--- config.mk ---
export PLATFORM = sky130hd
export DESIGN_NAME = game_sprite_motion
export DESIGN_NICKNAME = d
export VERILOG_FILES = /design/src/rtl/game_sprite_motion.sv
export SDC_FILE = /design/constraint.sdc
export NUM_CORES = 1
export LEC_CHECK = 0
export BUFFER_PORTS_ARGS = -buffer_cell sky130_fd_sc_hd__clkbuf_2
export CORE_UTILIZATION = 50
export DETAILED_ROUTE_END_ITERATION = 8
export GPL_ROUTABILITY_DRIVEN = 0
export GPL_TIMING_DRIVEN = 0
export PLACE_DENSITY = 0.78
export SLEW_MARGIN = 10
export SYNTH_ARGS = -nofsm -noshare
export SYNTH_HDL_FRONTEND = slang
export SYNTH_SLANG_ARGS = --single-unit
--- constraint.sdc ---
create_clock -name clk -period 2.9 [get_ports clk]
set_clock_uncertainty 0.2 [all_clocks]
set_input_delay 0.29 -clock clk [delete_from_list [all_inputs] [get_ports clk]]
set_output_delay 0.29 -clock clk [all_outputs]
set_load 0.02 [all_outputs]
--- src/rtl/game_sprite_motion.sv ---
// Sprite position integrator: advances (x, y) by a signed step on each movement strobe.
// It reflects off the left, right and top edges, and ends the flight at the bottom edge.
module game_sprite_motion #(
    parameter int width_x       = 10,
    parameter int width_y       = 10,
    parameter int width_step    = 4,
    parameter int screen_width  = 640,
    parameter int screen_height = 480,
    parameter int sprite_width  = 8,
    parameter int sprite_height = 8
) (
    input  logic                         clk,
    input  logic                         reset,
    input  logic                         strobe,
    input  logic                         launch,
    input  logic [width_x-1:0]           launch_x,
    input  logic [width_y-1:0]           launch_y,
    input  logic signed [width_step-1:0] launch_dx,
    input  logic signed [width_step-1:0] launch_dy,
    input  logic                         pause,
    output logic [width_x-1:0]           x,
    output logic [width_y-1:0]           y,
    output logic signed [width_step-1:0] dx,
    output logic signed [width_step-1:0] dy,
    output logic                         active,
    output logic                         bounce,
    output logic                         lost
);

    localparam int XMAX = screen_width - sprite_width;
    localparam int YMAX = screen_height - sprite_height;
    localparam logic [width_x-1:0]        XMAX_C = width_x'(XMAX);
    localparam logic [width_y-1:0]        YMAX_C = width_y'(YMAX);
    localparam logic signed [width_x+1:0] XMAX_S = (width_x+2)'(XMAX);
    localparam logic signed [width_y+1:0] YMAX_S = (width_y+2)'(YMAX);

    typedef enum logic {IDLE, MOVE} state_t;

    state_t                         state_q, state_d;
    logic [width_x-1:0]             x_q, x_d;
    logic [width_y-1:0]             y_q, y_d;
    logic signed [width_step-1:0]   dx_q, dx_d;
    logic signed [width_step-1:0]   dy_q, dy_d;
    logic                           bounce_q, bounce_d;
    logic                           lost_q, lost_d;
    logic signed [width_x+1:0]      nx;
    logic signed [width_y+1:0]      ny;

    // The most negative step becomes its neighbour so that -step always fits.
    function automatic logic signed [width_step-1:0] sat_step(input logic signed [width_step-1:0] s);
        if (s == {1'b1, {(width_step-1){1'b0}}})
            return {s[width_step-1:1], 1'b1};
        return s;
    endfunction

    function automatic logic [width_x-1:0] clamp_x(input logic [width_x-1:0] v);
        return (v > XMAX_C) ? XMAX_C : v;
    endfunction

    function automatic logic [width_y-1:0] clamp_y(input logic [width_y-1:0] v);
        return (v > YMAX_C) ? YMAX_C : v;
    endfunction

    always_comb begin
        state_d  = state_q;
        x_d      = x_q;
        y_d      = y_q;
        dx_d     = dx_q;
        dy_d     = dy_q;
        bounce_d = 1'b0;
        lost_d   = 1'b0;
        // Two extra bits: one for the sign, one so x + dx can never wrap.
        nx = $signed({2'b00, x_q}) + $signed({{(width_x+2-width_step){dx_q[width_step-1]}}, dx_q});
        ny = $signed({2'b00, y_q}) + $signed({{(width_y+2-width_step){dy_q[width_step-1]}}, dy_q});

        if (launch) begin
            state_d = MOVE;
            x_d     = clamp_x(launch_x);
            y_d     = clamp_y(launch_y);
            dx_d    = sat_step(launch_dx);
            dy_d    = sat_step(launch_dy);
        end else if (state_q == MOVE && strobe && !pause) begin
            if (nx < 0) begin
                x_d      = '0;
                dx_d     = -dx_q;
                bounce_d = 1'b1;
            end else if (nx > XMAX_S) begin
                x_d      = XMAX_C;
                dx_d     = -dx_q;
                bounce_d = 1'b1;
            end else begin
                x_d = nx[width_x-1:0];
            end

            if (ny < 0) begin
                y_d      = '0;
                dy_d     = -dy_q;
                bounce_d = 1'b1;
            end else if (ny > YMAX_S) begin
                y_d     = YMAX_C;
                lost_d  = 1'b1;
                state_d = IDLE;
            end else begin
                y_d = ny[width_y-1:0];
            end
        end
    end

    always_ff @(posedge clk or posedge reset) begin
        if (reset) begin
            state_q  <= IDLE;
            x_q      <= '0;
            y_q      <= '0;
            dx_q     <= '0;
            dy_q     <= '0;
            bounce_q <= 1'b0;
            lost_q   <= 1'b0;
        end else begin
            state_q  <= state_d;
            x_q      <= x_d;
            y_q      <= y_d;
            dx_q     <= dx_d;
            dy_q     <= dy_d;
            bounce_q <= bounce_d;
            lost_q   <= lost_d;
        end
    end

    assign x      = x_q;
    assign y      = y_q;
    assign dx     = dx_q;
    assign dy     = dy_q;
    assign active = (state_q == MOVE);
    assign bounce = bounce_q;
    assign lost   = lost_q;

endmodule

Word-level counts from Yosys, hierarchy flattened:

Index checks and enable logic that the tools add are counted.
W data, S select, Z words.

* output and inout port bits: 31
* input bits: 33
* register bits: 31
* logic and storage cells: 68

* eq/ne operators: 3
* add/sub/neg operators: 4
* magnitude comparators: 6
* muxes and demuxes: 38
* reduce and logical (&&, ||, !) cells: 10

Operators by type and width (number)
* $mux W10: 10
* $mux W4: 11
* $add A11 B4 Y12: 2
* $lt A12 B1 Y1 const B: 2
* $mux W1: 17
* $gt A12 B10 Y1 const B: 1
* $gt A12 B11 Y1 const B: 1
* $gt A10 B10 Y1 const B: 1
* $gt A10 B9 Y1 const B: 1
* $eq A4 B4 Y1 const B: 2
* $neg A4 Y4: 2
* $reduce_bool A2 Y1: 3
* $reduce_and A2 Y1: 2
* $reduce_and A3 Y1: 1
* $reduce_bool A3 Y1: 1
* $logic_and A1 B1 Y1: 2
* $ne A2 B2 Y1 const B: 1
* $logic_not A1 Y1: 1

Depth between registers and ports, before layout:

* word-level depth: 7
* mapped depth: 10
* depth with buffers taken out: 10

Worst setup path before layout:

OpenSTA, ideal clock, no wires.

* path kind: register -> register
* start point: register dx_q[0] (netlist: dx[0])
* end point: register x_q[4] (netlist: x[4])
* clock period less this slack: 3105 ps
* cell stages (with the launch flop): 11
* library setup time: 131 ps
* buffers on the path: 0
* setup slack: -205 ps
* data arrival time: 2774 ps
* required time: 2569 ps
* cells stage by stage: dfrtp_1 > ha_1 > inv_1 > fa_1 > nand2b_1 > a21o_1 > a211oi_2 > nor4b_2 > o31a_1 > o21ba_1 > or3_1

* word-level cells in the longest chain between the ends: 6
* elaborated cells on any way between the ends: 7
* classes of those cells: add/sub: 1; order compare: 2; mux: 4

Ends and longest elaborated chain
* start: declaration: RTL line 42 `logic signed [width_step-1:0] dx_q, dx_d;`
* start signal: assignment: RTL line 114 `dx_q <= '0;`
* start signal: assignment: RTL line 122 `dx_q <= dx_d;`
* $add A11 B4 Y12 *: RTL line 73 `nx = $signed({2'b00, x_q}) + $signed({{(width_x+2-width_step){dx_q[width_step-1]}}, dx_q});`
* $gt A12 B11 Y1: RTL line 87 `end else if (nx > XMAX_S) begin`
* $mux W10: RTL line 87
* $mux W10 *: RTL line 83 `if (nx < 0) begin`
* $mux W10 *: RTL line 82 `end else if (state_q == MOVE && strobe && !pause) begin`
* $mux W10 *: RTL line 76 `if (launch) begin`
* end signal: assignment: RTL line 112 `x_q <= '0;`
* end signal: assignment: RTL line 120 `x_q <= x_d;`
* end: declaration: RTL line 40 `logic [width_x-1:0] x_q, x_d;`

Every way passes the cells marked *; elsewhere a longest branch is shown, timed or not. The select of a mux whose other input is x is not followed.
A chain may end at the register's enable or synchronous reset.

Final worst setup path:

* start point: register dx_q[3] (netlist: dx[3])
* end point: register x_q[5] (netlist: x[5])

Same word-level chain as after synthesis.

==> metrics.md <==
| Metric | Value |
|---|---|
| H-tree levels | `2` |
| Mux contribution to synthesized area | `0.747%` |
| Netlist cell types | `67` |
| Max-Cap Viols | `0` |
| Commonest non-fill, non-tap cells in the layout | `clkbuf_2, nor2_1, dfrtp_1, buf_4` |
| Max-slew violations | `0` |
| Worst-margin pin slew | `777 ps` |
| Max_slew headroom | `48.0%` |
| Post-Synth Simple-Gate Area | `21.3%` |
| Area of the multi-input gates | `0.00227 mm^2` |
| FP Rows | `27` |
| WHS | `29.4 ps` |
| Starting Density | `51.7%` |
| Post-Synthesis Cells | `343` |
| Post-synth ARST share | `100%` |
| Final ANT Viol Nets | `0` |
| Setup violations, final | `4` |
| Vias per cell | `6.26` |
| Finished Core Util | `70.8%` |
| Final WL | `9160 um` |
| Worst setup margin | `-68.6 ps` |
| Register area | `786 um^2` |
| Complex-gate fraction of the synthesized area | `29.8%` |
| Num CTS Buffers | `5` |
| CP Data Required Time | `2860 ps` |
| Worst setup SP type | `flip-flop` |
| Final TNS setup | `-211 ps` |
| HP Class | `input port to flip-flop` |
| RSZ-0062 raised after global routing | `yes` |
| 1st-pass router iterations | `5` |
| Fill count | `424` |
| Reg clk slew, reported paths | `70 ps` |
| Clock tree from TritonCTS | `yes` |
| Die area | `0.00600 mm^2` |
| Post-Syn Area | `0.00285 mm^2` |
| Final instance area | `0.00390 mm^2` |
| Top_reg_cell synth | `dfrtp_1` |
| VDD IR-drop max | `0.400 mV` |
| Final hold vios | `0` |
| CTS Sinks | `31` |
| Antenna violations before repair | `0` |
| WP data arrival | `2930 ps` |
| Critical path class | `flip-flop to flip-flop` |
| Core area | `0.00551 mm^2` |
| Root Driver | `clkbuf_8` |
| I/O Buffers | `63` |
| Layout area overhead | `36.9%` |
| Yosys reg bits | `31` |
| Final Critical Period | `2970 ps` |
| Fmax | `0.337 GHz` |
| CP Capture Type | `flip-flop` |
| Placed instance area | `0.00328 mm^2` |
| Synth warnings | `0` |
| Vias in the first global route | `2,900` |
| Wire per inst | `17.9 um` |
| Total grt overflow | `0` |
| # DRC | `0` |
| Slowest stage delay, CP | `490 ps` |
| Number of synthesized flops with an enable pin | `0` |
| Later-pin clock latency in the skew report | `300 ps` |
| Nets | `498` |
| Largest family of logic cells by synthesized area | `compound AO/OA/AOI/OAI gates` |
| # IOs | `64` |
| DIE HEIGHT | `77.5 um` |
| Outcome | `finished with violations` |
| Most common cell after layout, fill and taps aside | `clkbuf_2` |
| Final period utilization | `102%` |
| Syn_area_per_cell | `8.30 um^2` |
| Largest net degree at the start of global routing | `32` |
| CTS Buffer Depth | `2` |
| Worst Path Max Fanout | `8` |
| Pwr dens | `802 mW/mm^2` |
| Hpwl dp | `6190 um` |
| Layout cells sized above 1 | `37.7%` |
| Crit-path slowest cell | `dfrtp_2` |
| Vias | `3,206` |
| Post-Synth Adder-Cell Area | `12.0%` |
| Worst-path cell chain | `ha_2 -> nor2_2 -> a2111oi_2 -> a311oi_2 -> nor4b_4 -> o31a_1 -> o21ba_4 -> or3_1` |
| # diodes | `0` |
| Die Wd | `77.5 um` |
| Post-Syn Nets | `402` |
| Power Total | `3.13 mW` |
| Register area share after synthesis | `27.3%` |
| First-pass GRT wire length | `13,700 um` |
| Failing checks | `setup timing` |
| Gr usage total | `28.9%` |
| Xor/xnor share of the synthesized area | `4.88%` |
| Initial DRC Count | `279` |
| Pleak | `1.72 nW` |
==> flip-flops by register name (all words and copies together) (netlist names) <==
register  cells
active        1
y            10
bounce        1
dx            4
lost          1
x            10
dy            4
==> final cells by class <==
type / count / area share (%)
clock inverter: 1 / 0.193
inverter: 23 / 2.22
clock buffer: 7 / 2.47
multi-input combinational: 281 / 58.4
timing repair buffer: 90 / 13.6
sequential: 31 / 20.2
tap: 72 / 2.31
buffer: 7 / 0.706
==> cell families after synthesis <==
| kind of cell | after synthesis |
|---|---|
| buf+inv | 31 |
| fa+ha+maj | 26 |
| xor+xnor | 15 |
| flops | 31 |
| simple gates | 119 |
| compound gates | 119 |
| mux | 2 |
==> stage by stage <==
stage,std cells,worst slack (ps)
detailed placement,478,-369
global placement,478,-342
floorplan,343,12.8
global route,512,-104
CTS,495,2.40
finish,512,-68.6
==> synth_stat cells (2+ instances only) <==
cell type	n	area share [%]
nand4_1	5	1.1
xor2_1	4	1.2
o21ai_0	23	4.0
o31a_1	3	0.92
o311ai_0	3	0.92
or4_1	3	0.79
inv_1	23	3.0
and3_1	4	0.88
nand3_1	8	1.4
o211ai_1	2	0.53
o21ai_1	4	0.70
nand2_1	22	2.9
nor2_1	37	4.9
o31ai_1	7	1.8
dfrtp_1	31	27
a2111oi_0	2	0.62
nand3b_1	3	0.79
nor3_1	10	1.8
xnor2_1	10	3.1
nor2b_1	4	0.88
o22ai_1	2	0.44
o311a_1	2	0.70
clkbuf_1	6	0.79
o21bai_1	4	1.1
fa_1	2	1.4
a22oi_1	6	1.6
o21ai_2	2	0.62
a211oi_2	3	1.3
nor3b_1	2	0.53
o2111ai_1	3	0.92
a21o_1	5	1.3
nor4_1	3	0.66
a31oi_1	4	0.88
a21oi_1	25	4.4
or3_1	6	1.3
o221ai_1	2	0.62
or2_2	2	0.44
ha_1	24	11
nand2b_1	4	0.88
==> worst paths after layout <==
| path | slack, ps | startpoint | depth (start not counted) | endpoint |
|---|---|---|---|---|
| min in group asynchronous | 430 | reset | 3 | x[4] |
| worst max register to register | -70 | dx[3] | 8 | x[5] |
| worst max-delay path | -70 | dx[3] | 8 | x[5] |
| worst min register to register | 370 | active | 1 | active |
| max in group asynchronous | 1580 | reset | 3 | dy[3] |
| worst min-delay path | 30 | launch_dy[3] | 3 | dy[3] |
==> layer usage <==
layer	GRT usage, %	wire (um)	up-vias
met5	0	0	-
li1	-	-	1481
met1	37.0	3710	1549
met3	3.41	489	27
met2	50.7	4720	149
met4	8.49	246	0
==> worst max-delay path, delay by kind of cell, from the launching register on <==
kind                     cells  cell delay, ps
flip-flops                   1             490
AO/OA/AOI/OAI                4            1080
AND/OR/NAND/NOR              3             810
adder cells (fa/ha/maj)      1             260
==> power by group <==
| group | total [mW] | internal [mW] | switching (mW) |
|---|---|---|---|
| logic | 2.10 | 0.903 | 1.20 |
| registers | 0.626 | 0.514 | 0.112 |
| clock network | 0.398 | 0.216 | 0.182 |
==> timing repair <==
action,CTS,global route
endpoints found under the setup margin,26,26
buffers inserted,9,17
resized for setup,22,50
pin swaps,5,16
hold endpoints to repair,0,31
hold buffers,0,1
No activity file was read; power rests on OpenSTA's default activity.
